<file path="src/rtl/seg_pkg.sv">
// seg_pkg: shared types and helpers for the seven-segment scan driver.
//   apply_pol  - applies pin polarity to a logical (1 = active) word
//   onehot     - logical one-hot enable word for a digit index
//   SEG_BLANK  - logical all-off glyph
package seg_pkg;

  // Widest word the helpers handle; callers zero-extend into it and slice back.
  localparam int MAX_W = 32;

  localparam logic [MAX_W-1:0] SEG_BLANK = {MAX_W{1'b0}};

  typedef enum logic [0:0] {
    ST_RUN  = 1'b0,
    ST_DARK = 1'b1
  } run_state_t;

  function automatic logic [MAX_W-1:0] apply_pol(input logic [MAX_W-1:0] value,
                                                 input logic             active_low);
    logic [MAX_W-1:0] result;
    if (active_low) begin
      result = ~value;
    end else begin
      result = value;
    end
    return result;
  endfunction

  function automatic logic [MAX_W-1:0] onehot(input logic [4:0] idx, input int n);
    logic [MAX_W-1:0] result;
    result = {MAX_W{1'b0}};
    if (int'(idx) < n) begin
      result[idx] = 1'b1;
    end else begin
      result = {MAX_W{1'b0}};
    end
    return result;
  endfunction

endpackage

</file>
<file path="src/rtl/seg_slot_timer.sv">
// seg_slot_timer: slot and digit counters for the scan driver.
//   clk_fast, rst  - scan clock, async active-high reset
//   brightness     - PWM on-time minus one
//   sub_cnt        - cycle within the current slot
//   digit_idx      - digit currently being scanned
//   slot_end       - last cycle of a slot
//   frame_end      - last cycle of the slot of the last digit
//   frame_first    - first cycle of digit 0's slot
//   pwm_on         - current cycle lies inside the PWM on-window
module seg_slot_timer #(
  parameter int DIGITS   = 8,
  parameter int PWM_BITS = 2,
  parameter int IDX_W    = (DIGITS > 1) ? $clog2(DIGITS) : 1
) (
  input  logic                clk_fast,
  input  logic                rst,
  input  logic [PWM_BITS-1:0] brightness,
  output logic [PWM_BITS-1:0] sub_cnt,
  output logic [IDX_W-1:0]    digit_idx,
  output logic                slot_end,
  output logic                frame_end,
  output logic                frame_first,
  output logic                pwm_on
);

  localparam logic [PWM_BITS-1:0] SUB_LAST = {PWM_BITS{1'b1}};
  localparam logic [IDX_W-1:0]    IDX_LAST = IDX_W'(DIGITS - 1);

  assign slot_end    = (sub_cnt == SUB_LAST);
  assign frame_end   = slot_end && (digit_idx == IDX_LAST);
  assign frame_first = (sub_cnt == {PWM_BITS{1'b0}}) && (digit_idx == {IDX_W{1'b0}});
  assign pwm_on      = (sub_cnt <= brightness);

  // Free-running slot/digit counters; they keep scanning even while dark.
  always_ff @(posedge clk_fast or posedge rst) begin
    if (rst) begin
      sub_cnt   <= {PWM_BITS{1'b0}};
      digit_idx <= {IDX_W{1'b0}};
    end else begin
      sub_cnt <= sub_cnt + PWM_BITS'(1);
      if (slot_end) begin
        if (digit_idx == IDX_LAST) begin
          digit_idx <= {IDX_W{1'b0}};
        end else begin
          digit_idx <= digit_idx + IDX_W'(1);
        end
      end else begin
        digit_idx <= digit_idx;
      end
    end
  end

endmodule

</file>
<file path="src/rtl/seg_scan_mux.sv">
// seg_scan_mux: time-multiplexed seven-segment driver with PWM brightness,
// per-digit blink and a double-buffered frame that swaps only at frame ends.
//   clk_fast, rst  - scan clock, async active-high reset
//   frame_in/load  - new frame and its capture strobe
//   brightness     - PWM on-time minus one
//   blink_mask     - digits that blink; blink_tick toggles the blink phase
//   enable         - display on/off, applied at slot boundaries
//   seg_en/seg_out - registered digit enables and segment drive (pin polarity)
//   frame_start    - pulse on digit 0's first output cycle
//   pending        - a loaded frame is waiting for the next frame boundary
module seg_scan_mux
  import seg_pkg::*;
#(
  parameter int DIGITS         = 8,
  parameter int SEG_W          = 8,
  parameter int PWM_BITS       = 2,
  parameter bit EN_ACTIVE_LOW  = 1'b1,
  parameter bit SEG_ACTIVE_LOW = 1'b0
) (
  input  logic                    clk_fast,
  input  logic                    rst,
  input  logic [DIGITS*SEG_W-1:0] frame_in,
  input  logic                    load,
  input  logic [PWM_BITS-1:0]     brightness,
  input  logic [DIGITS-1:0]       blink_mask,
  input  logic                    blink_tick,
  input  logic                    enable,
  output logic [DIGITS-1:0]       seg_en,
  output logic [SEG_W-1:0]        seg_out,
  output logic                    frame_start,
  output logic                    pending
);

  localparam int IDX_W = (DIGITS > 1) ? $clog2(DIGITS) : 1;

  localparam logic [MAX_W-1:0]  EN_IDLE_W  = apply_pol(SEG_BLANK, EN_ACTIVE_LOW);
  localparam logic [MAX_W-1:0]  SEG_IDLE_W = apply_pol(SEG_BLANK, SEG_ACTIVE_LOW);
  localparam logic [DIGITS-1:0] EN_IDLE    = EN_IDLE_W[DIGITS-1:0];
  localparam logic [SEG_W-1:0]  SEG_IDLE   = SEG_IDLE_W[SEG_W-1:0];

  logic [DIGITS-1:0][SEG_W-1:0] active;
  logic [DIGITS-1:0][SEG_W-1:0] pending_buf;
  run_state_t                   state;
  logic                         blink_phase;

  logic [PWM_BITS-1:0] sub_cnt;
  logic [IDX_W-1:0]    digit_idx;
  logic                slot_end;
  logic                frame_end;
  logic                frame_first;
  logic                pwm_on;

  logic                lit;
  logic [SEG_W-1:0]    glyph;
  logic [MAX_W-1:0]    en_word;
  logic [MAX_W-1:0]    seg_word;

  seg_slot_timer #(
    .DIGITS   (DIGITS),
    .PWM_BITS (PWM_BITS),
    .IDX_W    (IDX_W)
  ) u_timer (
    .clk_fast    (clk_fast),
    .rst         (rst),
    .brightness  (brightness),
    .sub_cnt     (sub_cnt),
    .digit_idx   (digit_idx),
    .slot_end    (slot_end),
    .frame_end   (frame_end),
    .frame_first (frame_first),
    .pwm_on      (pwm_on)
  );

  // Next-cycle drive for the current digit, converted to pin polarity.
  always_comb begin
    glyph    = active[digit_idx];
    lit      = (state == ST_RUN) && pwm_on && !(blink_mask[digit_idx] && blink_phase);
    en_word  = EN_IDLE_W;
    seg_word = SEG_IDLE_W;
    if (lit) begin
      en_word  = apply_pol(onehot({{(5-IDX_W){1'b0}}, digit_idx}, DIGITS), EN_ACTIVE_LOW);
      seg_word = apply_pol({{(MAX_W-SEG_W){1'b0}}, glyph}, SEG_ACTIVE_LOW);
    end else begin
      en_word  = EN_IDLE_W;
      seg_word = SEG_IDLE_W;
    end
  end

  // Double buffer: a load on the frame-end cycle bypasses straight into active.
  always_ff @(posedge clk_fast or posedge rst) begin
    if (rst) begin
      active      <= {(DIGITS*SEG_W){1'b0}};
      pending_buf <= {(DIGITS*SEG_W){1'b0}};
      pending     <= 1'b0;
    end else if (load) begin
      pending_buf <= frame_in;
      if (frame_end) begin
        active  <= frame_in;
        pending <= 1'b0;
      end else begin
        pending <= 1'b1;
      end
    end else if (frame_end && pending) begin
      active  <= pending_buf;
      pending <= 1'b0;
    end else begin
      pending <= pending;
    end
  end

  // RUN/DARK state machine, evaluated only at slot boundaries so a slot is never cut short.
  always_ff @(posedge clk_fast or posedge rst) begin
    if (rst) begin
      state <= ST_RUN;
    end else if (slot_end) begin
      case (state)
        ST_RUN:  state <= enable ? ST_RUN : ST_DARK;
        ST_DARK: state <= enable ? ST_RUN : ST_DARK;
        default: state <= ST_RUN;
      endcase
    end else begin
      state <= state;
    end
  end

  // Blink phase; forced visible while no digit is selected for blinking.
  always_ff @(posedge clk_fast or posedge rst) begin
    if (rst) begin
      blink_phase <= 1'b0;
    end else if (blink_mask == {DIGITS{1'b0}}) begin
      blink_phase <= 1'b0;
    end else begin
      blink_phase <= blink_phase ^ blink_tick;
    end
  end

  // Output registers: enables and segments change on the same edge.
  always_ff @(posedge clk_fast or posedge rst) begin
    if (rst) begin
      seg_en      <= EN_IDLE;
      seg_out     <= SEG_IDLE;
      frame_start <= 1'b0;
    end else begin
      seg_en      <= en_word[DIGITS-1:0];
      seg_out     <= seg_word[SEG_W-1:0];
      frame_start <= frame_first;
    end
  end

endmodule

</file>
<file path="config.mk">
export PLATFORM = sky130hd
export DESIGN_NAME = seg_scan_mux
export DESIGN_NICKNAME = d
export VERILOG_FILES = /design/src/rtl/seg_pkg.sv /design/src/rtl/seg_slot_timer.sv /design/src/rtl/seg_scan_mux.sv
export SDC_FILE = /design/constraint.sdc
export NUM_CORES = 1
export LEC_CHECK = 0
export ABC_AREA = 1
export CAP_MARGIN = 20
export CORE_ASPECT_RATIO = 1.1
export CORE_MARGIN = 2
export CORE_UTILIZATION = 49
export DETAILED_ROUTE_END_ITERATION = 7
export MAX_ROUTING_LAYER = met4
export PLACE_DENSITY = 0.76
export SETUP_SLACK_MARGIN = 0.05
export SYNTH_ARGS = -nofsm -noshare
export SYNTH_HDL_FRONTEND = slang
export SYNTH_SLANG_ARGS = --single-unit
</file>
<file path="constraint.sdc">
create_clock -name clk_fast -period 5.8 [get_ports clk_fast]
set_clock_uncertainty 0.2 [all_clocks]
set_input_delay 1.45 -clock clk_fast [delete_from_list [all_inputs] [get_ports clk_fast]]
set_output_delay 1.45 -clock clk_fast [all_outputs]
set_load 0.02 [all_outputs]
</file>
Word level (Yosys, flattened, before mapping)

Cells that the tools add are included.

Register bits after elaboration: 153
Bits in latches: 0
Bits in writable memories: 0
ROM bits: 0
Input bits: 79
Output and inout port bits: 18
Word-level logic and storage cells: 67
Memories: 0

$add $sub $neg: 2
Multiply operators: 0
Divide/modulo/power cells: 0
Order comparisons: 4
Equal/unequal tests: 3
Shift operators: 0
Mux-type cells: 18
Bitwise operators: 3
Reductions and logical operators: 13

Operators by type and width:

| kind                                                       | count |
|---|---|
| 2-to-1 mux 64 bit                                          | 3 |
| 2-to-1 mux 8 bit                                           | 4 |
| binary-select mux 8 bit (select 3 bit)                     | 1 |
| logical NOT 8 bit                                          | 1 |
| inverter 8 bit                                             | 1 |
| logical AND 1 bit                                          | 7 |
| 2-to-1 mux 1 bit                                           | 7 |
| less-than comparator 3 x 6 -> 1 bit, second input constant | 1 |
| less-than comparator 3 x 4 -> 1 bit, second input constant | 1 |
| adder 3 x 1 -> 3 bit, second input constant                | 1 |
| binary-select mux 1 bit (select 3 bit)                     | 1 |
| demux 1 bit (select 3 bit)                                 | 1 |
| == test 3 bit, second input constant                       | 1 |
| >= comparator 3 x 1 -> 1 bit, second input constant        | 1 |
| logical NOT 3 bit                                          | 1 |
| 2-to-1 mux 3 bit                                           | 1 |
| adder 2 x 1 -> 2 bit, second input constant                | 1 |
| == test 2 bit, second input constant                       | 1 |
| <= comparator 2 bit                                        | 1 |
| logical NOT 2 bit                                          | 1 |
| != test 2 x 1 -> 1 bit, second input constant              | 1 |
| AND reduction 2 bit                                        | 1 |
| nonzero test 2 bit                                         | 1 |
| logical NOT 1 bit                                          | 1 |
| other kinds (2)                                            | 2 |

Longest topological paths before layout

Gate-level depths: netlist of the first run.

Word-level depth: 8
Gate-level depth with buffers: 10
Gate-level depth less buffers: 8

Modules after synthesis

A second synthesis of the first run with hierarchy kept.

Cells, all modules: 785
Area, all modules: 6,553.8 um^2

By module, submodules not included:

| module         | instances | cells an instance | area an instance (um^2) | seq. area each (um^2) |
|---|---|---|---|---|
| seg_scan_mux   | 1         | 747               | 6,242.2                 | 3,713.6 |
| seg_slot_timer | 1         | 38                | 311.5                   | 125.1 |

Least setup slack after synthesis of the first run

No wires, ideal clock.

Path type: input-to-reg
From: in brightness[1]
To: reg seg_out[0]
Library setup time: 72 ps
Arrival time: 2,400 ps
Data required time: 5,528 ps
Slack: 3,128 ps
Cell stages on the path: 7
Path buffers: 0
Cell sequence: inv_1 > ha_1 > inv_1 > o21bai_1 > a21oi_2 > nand2_4 > nor2_1

Word-level cells in the longest chain between the ends: 4

RTL lines:

| element                         | line                 | source |
|---|---|---|
| start: declaration              | seg_scan_mux.sv:24   | `input logic [PWM_BITS-1:0] brightness,` |
| <= comparator 2 bit             | seg_slot_timer.sv:32 | `assign pwm_on = (sub_cnt <= brightness);` |
| logical AND 1 bit (2 in series) | seg_scan_mux.sv:77   | `lit = (state == ST_RUN) && pwm_on && !(blink_mask[digit_idx] && blink_phase);` |
| 2-to-1 mux 8 bit                | seg_scan_mux.sv:80   | `if (lit) begin` |
| net seg_word[0]                 | seg_scan_mux.sv:56   | `logic [MAX_W-1:0] seg_word;` |
| end signal: assignment          | seg_scan_mux.sv:145  | `seg_out <= seg_word[SEG_W-1:0];` |
| end: declaration                | seg_scan_mux.sv:29   | `output logic [SEG_W-1:0] seg_out,` |

The timed path passes the listed nets, and every way through them passes these cells.
A chain may end at the register's enable or synchronous reset.

Worst setup path in the final report of the first run

From: reg u_timer.digit_idx[0]
To: reg active[30] (netlist bit)

Word-level cells in the longest chain between the ends: 5
Elaborated cells between the ends (all ways): 6
Those cells by class: eq/ne (2); reduce/logical (4)

RTL lines:

| element                         | line                 | source |
|---|---|---|
| start: declaration              | seg_slot_timer.sv:19 | `output logic [IDX_W-1:0] digit_idx,` |
| start signal: assignment        | seg_slot_timer.sv:38 | `digit_idx <= {IDX_W{1'b0}};` |
| start signal: assignment        | seg_slot_timer.sv:43 | `digit_idx <= {IDX_W{1'b0}};` |
| start signal: assignment        | seg_slot_timer.sv:45 | `digit_idx <= digit_idx + IDX_W'(1);` |
| == test 3 bit *                 | seg_slot_timer.sv:30 | `assign frame_end = slot_end && (digit_idx == IDX_LAST);` |
| logical AND 1 bit *             | seg_slot_timer.sv:30 |  |
| logical AND 1 bit               | seg_scan_mux.sv:103  | `end else if (frame_end && pending) begin` |
| nonzero test 2 bit (no line)    | --                   |  |
| AND reduction 2 bit (no line) * | --                   |  |
| end signal: assignment          | seg_scan_mux.sv:92   | `active <= {(DIGITS*SEG_W){1'b0}};` |
| end signal: assignment          | seg_scan_mux.sv:98   | `active <= frame_in;` |
| end signal: assignment          | seg_scan_mux.sv:104  | `active <= pending_buf;` |
| end: declaration                | seg_scan_mux.sv:41   | `logic [DIGITS-1:0][SEG_W-1:0] active;` |

Every way passes the cells marked *; elsewhere a longest branch is shown, timed or not.

==> summary.txt, run 1 <==
CTS
  – Post-CTS setup buffer count: 0
  – Clock buffer depth: 2
  – CTS sink cnt: 153
  – CTS tree: built
  – Clock transition at path regs: 0.06 ns
  – Post-CTS sizing: 0
  – H-tree levels: 4
  – Root buffer cell: clkbuf_16
  – CTS Hold Bufs: 0
  – Worst skew pair latency: 0.42 ns
  – TritonCTS Buffers: 17

Worst hold path
  – Worst Hold Class: reg -> reg
  – WHS Path Cells: 2
  – Worst Min Path Start: pending_buf[51]$_DFFE_PP0P_
  – Worst Hold Path EP: pending_buf[51]$_DFFE_PP0P_

Job
  – Maximum capacitance violations: 0

Route
  – Via density: 5.05
  – Pre-antenna DRT Iters: 5
  – Antenna-violating nets left: 0
  – Wire per inst: 14.1 um
  – Vias: 5148
  – Iteration-0 DRC Markers: 505
  – Drt total wl: 14300 um
  – DRC: 0

Place
  – IO buf count: 96
  – RePlAce Congestion: 0.821
  – Pre-CTS setup slack: 2.26 ns
  – Detailed placer's ending HPWL: 9480 um

Logic synthesis
  – Post-synth cell types: 26
  – Post-synth top area share: 56.0%
  – Ys Warns: 0
  – Gate Count Post-Synth: 764
  – Syn_area_per_cell: 8.48 um2
  – FF+latch count, synth: 153
  – Register area share after synthesis: 59.3%
  – Cell area after synthesis: 0.00648 mm2
  – Syn nets: 850
  – Synth area leader: dfrtp_1
  – Top cells by area, synth: dfrtp_1 (56%), nand2_1 (19%), o21ai_0 (4.7%)

GRT
  – Initial antenna violation count: 0
  – Global route overflow: 0
  – Vias in the first global route: 5019
  – Largest net degree at the start of global routing: 85
  – First-pass GRT wire length: 24700 um
  – GRT Util Overall: 22.9%

Timing
  – Finish-stage setup viols: 0
  – RSZ-0062 raised after global routing: false
  – Fmax: 0.301 GHz
  – Minimum clock period: 3.33 ns
  – Slew HR: 32.3%
  – Final worst-path cycle share: 57.4%
  – Fin Setup TNS: 0 ns
  – Max Slew Vio Count: 0
  – Least-Margin Pin Slew: 1.01 ns
  – Worst Setup Slack, final: 2.47 ns
  – Count of final hold-check violations: 0

Setup path
  – Type of destination of the critical path: register
  – Worst EP arrival: 3.47 ns
  – CP cell instances: ha_1 > ha_1 > nand2_1 > nor2_4 > buf_4 > nor2_1 > a31oi_1
  – R2r endpoint: active[30]$_DFFE_PP0P_
  – Crit Path Category: reg -> reg
  – R2R cell count: 7
  – Top cell by count, worst path: ha_1
  – Critical path fanouts, max: 68
  – CP Buf/Inv Count: 1
  – Launch point of the worst reg-to-reg path: u_timer.digit_idx[0]$_DFFE_PP0N_
  – Worst R2R Setup Slack: 2.47 ns
  – Slowest stage cell, crit path: dfrtp_2
  – CP peak stage delay: 1.03 ns
  – CP Launch Type: register
  – Delay-heaviest family, CP: flip-flops
  – Critical Path RT: 5.94 ns

Cells and area
  – Filler cell count: 1046
  – Commonest non-fill, non-tap cells in the layout: nand2_1 (335), dfrtp_1 (144), clkdlybuf4s50_1 (95)
  – Antenna Diode Count: 0
  – Fraction of layout cells with a size suffix above 1: 6.41%
  – Most common cell after layout, fill and taps aside: nand2_1
  – Final net count: 932
  – Area delta synth->final: 25.9%

Power
  – Leak pwr: 0.00391 uW
  – Peak VDD IR: 0.188 mV
  – Power Dens Cells: 318 mW/mm2

Floorplanning
  – Initial Utilization: 49.6%
  – CORE AREA: 0.0130 mm2
  – Die Width: 114 um
  – Placement row count: 44
  – Die Span Y: 125 um
  – I/O pins: 97
  – Die area: 0.0142 mm2

Outcome
  – Outcome: completed
## area by class of cell
cell class	instances	area [um2]	share of cell area [%]
Sequential cell	153	3840	47.1
Multi-Input combinational cell	525	2280	27.9
Timing Repair Buffer	102	1040	12.7
Clock buffer	24	502	6.16
Tap cell	161	201	2.47
Inverter	47	180	2.21
Clock inverter	7	114	1.40
## cell families (layout without fill, tap and decap cells)
kind of cell / after synthesis / after routing / share of synthesized area (%)
AOI/OAI and AO/OA: 103 / 103 / 8.89
adders and majority gates: 7 / 7 / 1.35
xor gates and xnor gates: 1 / 1 / 0.135
buffers and inverters: 86 / 180 / 5.70
DFF: 153 / 153 / 59.3
and+or+nand+nor: 414 / 414 / 24.7
## per-stage QoR
step,cells,cell area (um2),utilization [%],hold slack (ns),power [uW]
floorplan,764,6480,-,0.233,1350
global placement,987,7520,57.6,0.248,1470
detailed placement,987,7520,57.6,0.254,1470
CTS,1018,8130,62.3,0.267,2610
global route,1019,8150,62.5,0.292,2700
finish,1019,8150,62.5,0.263,2600
## routing by layer
metal | GRT usage, % | vias to the layer above | part of all wire (%)
met2 | 32.0 | 135 | 44
met3 | 5.06 | 21 | 5.2
met1 | 33.2 | 2427 | 48
li1 | - | 2565 | -
met4 | 8.32 | 0 | 1.9
met5 | - | - | 0
## cell usage after synthesis, drive strengths merged
library cell,count
a21oi,6
a31oi,34
buf,26
clkbuf,13
clkinv,1
dfrtp,145
dfstp,8
ha,7
inv,46
nand2,337
nand3,9
nand3b,3
nor2,63
nor4,2
o21ai,62
o21bai,1
xnor2,1
## state kept, by name (all words and copies together), names as in the netlist
register and count:
state 1, u_timer.sub_cnt 2, active 64, pending_buf 64
seg_out 8, u_timer.digit_idx 3, blink_phase 1, frame_start 1
pending 1, seg_en 8
## worst min-delay path: cells and delay by family (launching register included)
kind	cells	cell delay, ns
DFF	1	0.32
and+or+nand+nor	2	0.11
## how the worst max path moves through the flow
stage / from / end / cells past startpoint
2_1_floorplan: rst / active[0]$_DFFE_PP0P_ / 1
3_3_place_gp: load / active[26]$_DFFE_PP0P_ / 7
3_5_place_dp: load / active[38]$_DFFE_PP0P_ / 7
4_1_cts: u_timer.digit_idx[0]$_DFFE_PP0N_ / active[30]$_DFFE_PP0P_ / 7
5_1_grt: u_timer.digit_idx[0]$_DFFE_PP0N_ / active[30]$_DFFE_PP0P_ / 7
6_report: u_timer.digit_idx[0]$_DFFE_PP0N_ / active[30]$_DFFE_PP0P_ / 7
## where the power goes
| part | total [uW] | switching [uW] | internal [uW] |
|---|---|---|---|
| sequential | 1200 | 38.2 | 1160 |
| clock | 1140 | 407 | 730 |
| combinational | 263 | 147 | 116 |
Power figures use the tool's default switching activity.
==> inputs of run 2 (changes only) <==
==> constraint.sdc (replaced) <==
create_clock -name clk_fast -period 2.79 [get_ports clk_fast]
set_clock_uncertainty 0.2 [all_clocks]
set_input_delay 0.6975 -clock clk_fast [delete_from_list [all_inputs] [get_ports clk_fast]]
set_output_delay 0.6975 -clock clk_fast [all_outputs]
set_load 0.02 [all_outputs]
==> run 2 against run 1 <==
Net effect:
- hold slack about the same
- global-route usage decreased by 0.34 points
- die area unchanged
- cell area increased by 0.54%
- sequential power increased by 110%
- power increased by 100%
- clock power increased by 92%
- worst setup slack got worse by 2.1 ns
- via count decreased by 0.76%
==> summary.txt, run 2 (synthesized netlist as in run 1, its figures left out) <==
Timing
  – Fin Setup TNS: 0 ns (unchanged)
  – Least-Margin Pin Slew: 0.515 ns (-0.500 ns)
  – RSZ-0062 raised after global routing: false
  – Minimum clock period: 2.47 ns
  – Fmax: 0.406 GHz
  – Final worst-path cycle share: 88.4%
  – Finish-stage setup viols: 0 (unchanged)
  – Slew HR: 65.7% (+33 points)
  – Max Slew Vio Count: 0 (unchanged)
  – Count of final hold-check violations: 0 (unchanged)

Worst hold path
  – Worst Hold Class: reg -> reg

Outcome
  – Outcome: completed

Route
  – Antenna-violating nets left: 0 (unchanged)
  – Pre-antenna DRT Iters: 6 (+1)
  – DRC: 0 (unchanged)
  – Via density: 4.96 (-1.8%)
  – Iteration-0 DRC Markers: 387 (-23%)
  – Vias: 5109 (-0.76%)
  – Drt total wl: 14400 um (+0.75%)
  – Wire per inst: 14.0 um (-0.33%)

Cells and area
  – Area of the multi-input gates: 0.00228 mm2 (unchanged)
  – Fraction of layout cells with a size suffix above 1: 7.36% (+0.95 points)
  – Largest regs: active: 64 flops, pending_buf: 64 flops
  – Commonest non-fill, non-tap cells in the layout: nand2_1 (335), dfrtp_1 (144), clkdlybuf4s50_1 (95)
  – Filler cell count: 1077 (+3.0%)
  – Antenna Diode Count: 0 (unchanged)
  – Area delta synth->final: 26.5%
  – Register area: 0.00384 mm2 (unchanged)
  – Most common cell after layout, fill and taps aside: nand2_1
  – Final net count: 942 (+1.1%)

GRT
  – First-pass GRT wire length: 24400 um (-1.2%)
  – Vias in the first global route: 4928 (-1.8%)
  – Global route overflow: 0 (unchanged)
  – Largest net degree at the start of global routing: 69 (-19%)
  – GRT Util Overall: 22.6% (-0.34 points)
  – Initial antenna violation count: 0 (unchanged)

CTS
  – CTS Hold Bufs: 0 (unchanged)
  – Post-CTS sizing: 0 (unchanged)
  – Clock buffer depth: 2 (unchanged)
  – Post-CTS setup buffer count: 0 (unchanged)
  – CTS sink cnt: 153 (unchanged)
  – CTS tree: built
  – Clock transition at path regs: 0.06 ns (about the same)
  – H-tree levels: 4 (unchanged)
  – Root buffer cell: clkbuf_16
  – TritonCTS Buffers: 17 (unchanged)
  – Worst skew pair latency: 0.42 ns (about the same)

Floorplanning
  – CORE AREA: 0.0130 mm2 (unchanged)
  – Die area: 0.0142 mm2 (unchanged)
  – I/O pins: 97 (unchanged)
  – Die Span Y: 125 um (unchanged)
  – Die Width: 114 um (unchanged)
  – Initial Utilization: 49.6% (unchanged)
  – Placement row count: 44 (unchanged)

Setup path
  – Type of destination of the critical path: output port
  – CP cell instances: clkdlybuf4s50_1
  – Critical Path RT: 1.89 ns (-4.05 ns)
  – CP Buf/Inv Count: 1 (unchanged)
  – Worst EP arrival: 1.57 ns (-1.90 ns)
  – Crit Path Category: reg -> out
  – CP Launch Type: register
  – CP peak stage delay: 0.62 ns (-0.41 ns)
  – Critical path fanouts, max: 1 (-99%)
  – Slowest stage cell, crit path: clkdlybuf4s50_1
  – Delay-heaviest family, CP: buffers and inverters

Place
  – RePlAce Congestion: 0.865 (+5.3%)
  – Detailed placer's ending HPWL: 9830 um (+3.7%)
  – IO buf count: 96 (unchanged)

Job
  – Maximum capacitance violations: 0 (unchanged)

Power
  – Leak pwr: 0.00393 uW (+0.69%)
  – Power Dens Cells: 638 mW/mm2 (+100%)
  – Power after layout: 5230 uW (+100%)
  – Peak VDD IR: 0.386 mV (+100%)
[run 2: metrics by stage]
stage | cells | util [%] | cell area [um2] | hold WS [ns] | setup WS (ns)
2_1_floorplan | 764 | - | 6480 | 0.233 | -0.0319
3_3_place_gp | 998 | 58.5 | 7640 | 0.248 | 0.426
3_5_place_dp | 998 | 58.5 | 7640 | 0.253 | 0.390
4_1_cts | 1030 | 62.8 | 8200 | 0.266 | 0.323
5_1_grt | 1030 | 62.8 | 8200 | 0.283 | 0.299
6_report | 1030 | 62.8 | 8200 | 0.264 | 0.324
[run 2: worst paths after layout]
kind | start | endpoint | slack, ns | cells past startpoint
max | seg_en[5]$_DFF_PP1_ | seg_en[5] | 0.32 | 1
min reg2reg | pending_buf[42]$_DFFE_PP0P_ | pending_buf[42]$_DFFE_PP0P_ | 0.26 | 2
max in group asynchronous | rst | active[61]$_DFFE_PP0P_ | 1.23 | 4
min in group asynchronous | rst | pending_buf[11]$_DFFE_PP0P_ | 0.43 | 2
min | pending_buf[42]$_DFFE_PP0P_ | pending_buf[42]$_DFFE_PP0P_ | 0.26 | 2
max reg2reg | u_timer.digit_idx[2]$_DFFE_PP0N_ | active[47]$_DFFE_PP0P_ | 0.56 | 5
[run 2: routing by layer]
metal | track usage, % | wire [um] | vias up
li1 | - | - | 2594
met1 | 32.9 | 6960 | 2363
met2 | 32.2 | 6560 | 132
met3 | 4.53 | 673 | 20
met4 | 7.03 | 263 | 0
met5 | - | 0 | -
[run 2: layout make-up]
| class | count | area share (%) |
|---|---|---|
| Sequential cell | 153 | 46.9 |
| Multi-Input combinational cell | 525 | 27.8 |
| Timing Repair Buffer | 112 | 13.9 |
| Clock buffer | 22 | 5.54 |
| Tap cell | 161 | 2.46 |
| Inverter | 47 | 2.20 |
| Clock inverter | 10 | 1.28 |
[run 2: power breakdown]
group	internal [uW]	switching, uW	leakage [uW]	total [uW]
Combinational	251	302	0.00181	553
Sequential	2410	80.7	0.00186	2490
Clock	1330	856	0.000273	2190
==> inputs of run 3 (changes only) <==
--- a/config.mk
+++ b/config.mk
@@ -16,4 +16,5 @@
 export SETUP_SLACK_MARGIN = 0.05
 export SYNTH_ARGS = -nofsm -noshare
 export SYNTH_HDL_FRONTEND = slang
+export SYNTH_HIERARCHICAL = 1
 export SYNTH_SLANG_ARGS = --single-unit
==> run 3 against run 2 <==
Net effect:
- maximum frequency grew 1.0%
- non-clock buffer count shrank 5
- global-route usage is 0.13 points lower
- synthesized cell count rose by 2.7%
- via count increased by 1.3%
- count of clock-buffer cells in the layout down 2
- routed wire length about the same
- area after synthesis rose by 1.2%
- cell area grew 0.90%
==> summary.txt, run 3 <==
CTS
  – Post-CTS sizing: 0 (unchanged)
  – Clock buffer depth: 2 (unchanged)
  – TritonCTS Buffers: 17 (unchanged)
  – CTS Hold Bufs: 0 (unchanged)
  – Root buffer cell: clkbuf_16
  – Worst skew pair latency: 0.42 ns (about the same)
  – CTS sink cnt: 153 (unchanged)
  – Post-CTS setup buffer count: 0 (unchanged)
  – Clock transition at path regs: 0.06 ns (about the same)
  – CTS tree: built
  – H-tree levels: 4 (unchanged)

Setup path
  – CP Buf/Inv Count: 1 (unchanged)
  – CP Launch Type: register
  – CP peak stage delay: 0.61 ns (about the same)
  – Slowest stage cell, crit path: clkdlybuf4s50_1
  – Critical Path RT: 1.89 ns (about the same)
  – R2R cell count: 8 (+3)
  – Crit path depth: 1 (unchanged)
  – Type of destination of the critical path: output port
  – Delay-heaviest family, CP: buffers and inverters
  – CP cell instances: clkdlybuf4s50_1
  – Critical path fanouts, max: 1 (unchanged)
  – Worst EP arrival: 1.54 ns (-0.03 ns)
  – Crit Path Category: reg -> out

GRT
  – First-pass GRT wire length: 24400 um (-0.17%)
  – Gr busiest metal: met2
  – Largest net degree at the start of global routing: 81 (+17%)
  – Met2 GRT Util: 32.2% (about the same)
  – Initial antenna violation count: 0 (unchanged)
  – Met3 Usage GRT: 5.33% (+0.81 points)
  – GRT Util Overall: 22.4% (-0.13 points)
  – GR Util met1: 31.9% (-1.1 points)
  – Vias in the first global route: 4998 (+1.4%)
  – Global route overflow: 0 (unchanged)

Timing
  – Final worst-path cycle share: 87.5% (-0.91 points)
  – Least-Margin Pin Slew: 0.725 ns (+0.210 ns)
  – Count of final hold-check violations: 0 (unchanged)
  – Minimum clock period: 2.44 ns (-0.0253 ns)
  – Finish-stage setup viols: 0 (unchanged)
  – Max Slew Vio Count: 0 (unchanged)
  – RSZ-0062 raised after global routing: false
  – Fmax: 0.410 GHz (+1.0%)
  – Fin Setup TNS: 0 ns (unchanged)
  – Slew HR: 51.7% (-14 points)

Power
  – Power after layout: 5340 uW (+2.1%)
  – Power Dens Cells: 645 mW/mm2 (+1.2%)
  – Leak pwr: 0.00398 uW (+1.2%)
  – Peak VDD IR: 0.454 mV (+18%)

Logic synthesis
  – Top cells by area, synth: dfrtp_1 (55%), nand2_1 (20%), o21ai_0 (5.0%)
  – Register area share after synthesis: 58.6% (-0.70 points)
  – FF+latch count, synth: 153 (unchanged)
  – EDFF count, synth: 0 (unchanged)
  – Synth area leader: dfrtp_1
  – Commonest cells in the netlist: nand2_1 (353), dfrtp_1 (145), o21ai_0 (65)
  – Cell area after synthesis: 0.00655 mm2 (+1.2%)
  – Commonest register cell after synthesis: dfrtp_1
  – Post-synth cell types: 26 (unchanged)
  – Count leader, synth: nand2_1
  – Ys Warns: 6 (+6)
  – Syn_area_per_cell: 8.35 um2 (-1.5%)
  – Gate Count Post-Synth: 785 (+2.7%)
  – Post-synth top area share: 55.4% (-0.66 points)
  – Async set or reset register ratio after synthesis: 100% (unchanged)
  – Syn nets: 871 (+2.5%)

Place
  – Detailed placer's ending HPWL: 9790 um (-0.34%)
  – IO buf count: 96 (unchanged)
  – Dpl cell area: 0.00766 mm2 (+0.36%)
  – RePlAce Congestion: 0.873 (+0.95%)

Route
  – DRC: 0 (unchanged)
  – Wire per inst: 13.8 um (-1.6%)
  – Iteration-0 DRC Markers: 365 (-5.7%)
  – Via density: 4.95 (-0.24%)
  – Antenna-violating nets left: 0 (unchanged)
  – Vias: 5176 (+1.3%)
  – Drt total wl: 14400 um (about the same)
  – Pre-antenna DRT Iters: 5 (-1)

Cells and area
  – Final instance area: 0.00827 mm2 (+0.90%)
  – Area of the multi-input gates: 0.00229 mm2 (+0.77%)
  – Antenna Diode Count: 0 (unchanged)
  – Most common cell after layout, fill and taps aside: nand2_1
  – Area delta synth->final: 26.2%
  – Register area: 0.00384 mm2 (unchanged)
  – Fraction of layout cells with a size suffix above 1: 7.12% (-0.25 points)
  – Final net count: 958 (+1.7%)
  – Largest regs: active: 64 flops, pending_buf: 64 flops
  – Commonest non-fill, non-tap cells in the layout: nand2_1 (353), dfrtp_1 (144), clkdlybuf4s50_1 (95)
  – Filler cell count: 1057 (-1.9%)

Floorplanning
  – CORE AREA: 0.0132 mm2 (+0.84%)
  – Placement row count: 44 (unchanged)
  – Die Width: 114 um (+0.58%)
  – Die area: 0.0143 mm2 (+1.2%)
  – Die Span Y: 125 um (+0.58%)
  – Initial Utilization: 49.8% (+0.17 points)
  – I/O pins: 97 (unchanged)

Outcome
  – Outcome: completed

Worst hold path
  – WHS Path Cells: 2 (unchanged)
  – Worst Hold Class: reg -> reg

Job
  – Maximum capacitance violations: 0 (unchanged)
-- run 3: changes by cell type in the layout (fill, tap and decap cells not counted), sizes merged --
cell	delta
clkinv	-2
nand3b	-2
nand2	+18
buf	-5
nor2	-5
inv	+14
o21bai	-1
clkinvlp	+2
nand3	+1
a21oi	-4
a31oi	-2
clkbuf	-2
o21ai	+4
-- run 3: area by class of cell --
type	count	share of cell area, %
multi-input cells	534	27.7
repair buffers	107	13.3
clock inverters	12	1.68
well taps	161	2.44
clock buffers	20	5.64
flip-flops and latches	153	46.4
inverters	59	2.75
-- run 3: power by group --
part           switching, uW  internal [uW]
combinational            300            245
sequential              78.5           2410
clock                    912           1400
-- run 3: cell families after synthesis --
group | Yosys count | synth area share [%]
buffers and inverters | 98 | 6.55
adders and majority gates | 7 | 1.34
DFF | 153 | 58.6
and+or+nand+nor | 426 | 25.0
AOI/OAI and AO/OA | 100 | 8.42
xor gates and xnor gates | 1 | 0.134
-- run 3: through the flow --
step / hold slack, ns / utilization [%] / setup WS (ns) / cells
after global placement: 0.247 / 58.2 / 0.263 / 1014
after CTS: 0.267 / 62.8 / 0.330 / 1046
final: 0.263 / 62.8 / 0.349 / 1046
after floorplan: 0.233 / - / 0.0380 / 785
after global routing: 0.277 / 62.8 / 0.314 / 1046
after detailed placement: 0.253 / 58.2 / 0.240 / 1014
-- run 3: tightest hold or removal path: cells and delay by family (launching register included) --
family           cells  cell delay, ns
flip-flops           1            0.32
AND/OR/NAND/NOR      2            0.11
-- run 3: path summary, 6_finish.rpt --
check / slack (ns) / to / start
max in group asynchronous: 1.42 / pending_buf[56]$_DFFE_PP0P_ / rst
worst max-delay path: 0.35 / seg_en[5] / seg_en[5]$_DFF_PP1_
min in group asynchronous: 0.36 / state$_DFFE_PP0P_ / rst
worst max register to register: 0.62 / active[50]$_DFFE_PP0P_ / u_timer/sub_cnt[1]$_DFF_PP0_
worst min register to register: 0.26 / pending_buf[32]$_DFFE_PP0P_ / pending_buf[32]$_DFFE_PP0P_
worst min-delay path: 0.26 / pending_buf[32]$_DFFE_PP0P_ / pending_buf[32]$_DFFE_PP0P_
-- run 3: layer usage --
metal  part of all wire (%)  vias to the layer above
met3                    4.7                       18
met2                     46                      128
met4                    1.7                        0
met5                      0                        -
li1                       -                     2618
met1                     48                     2412
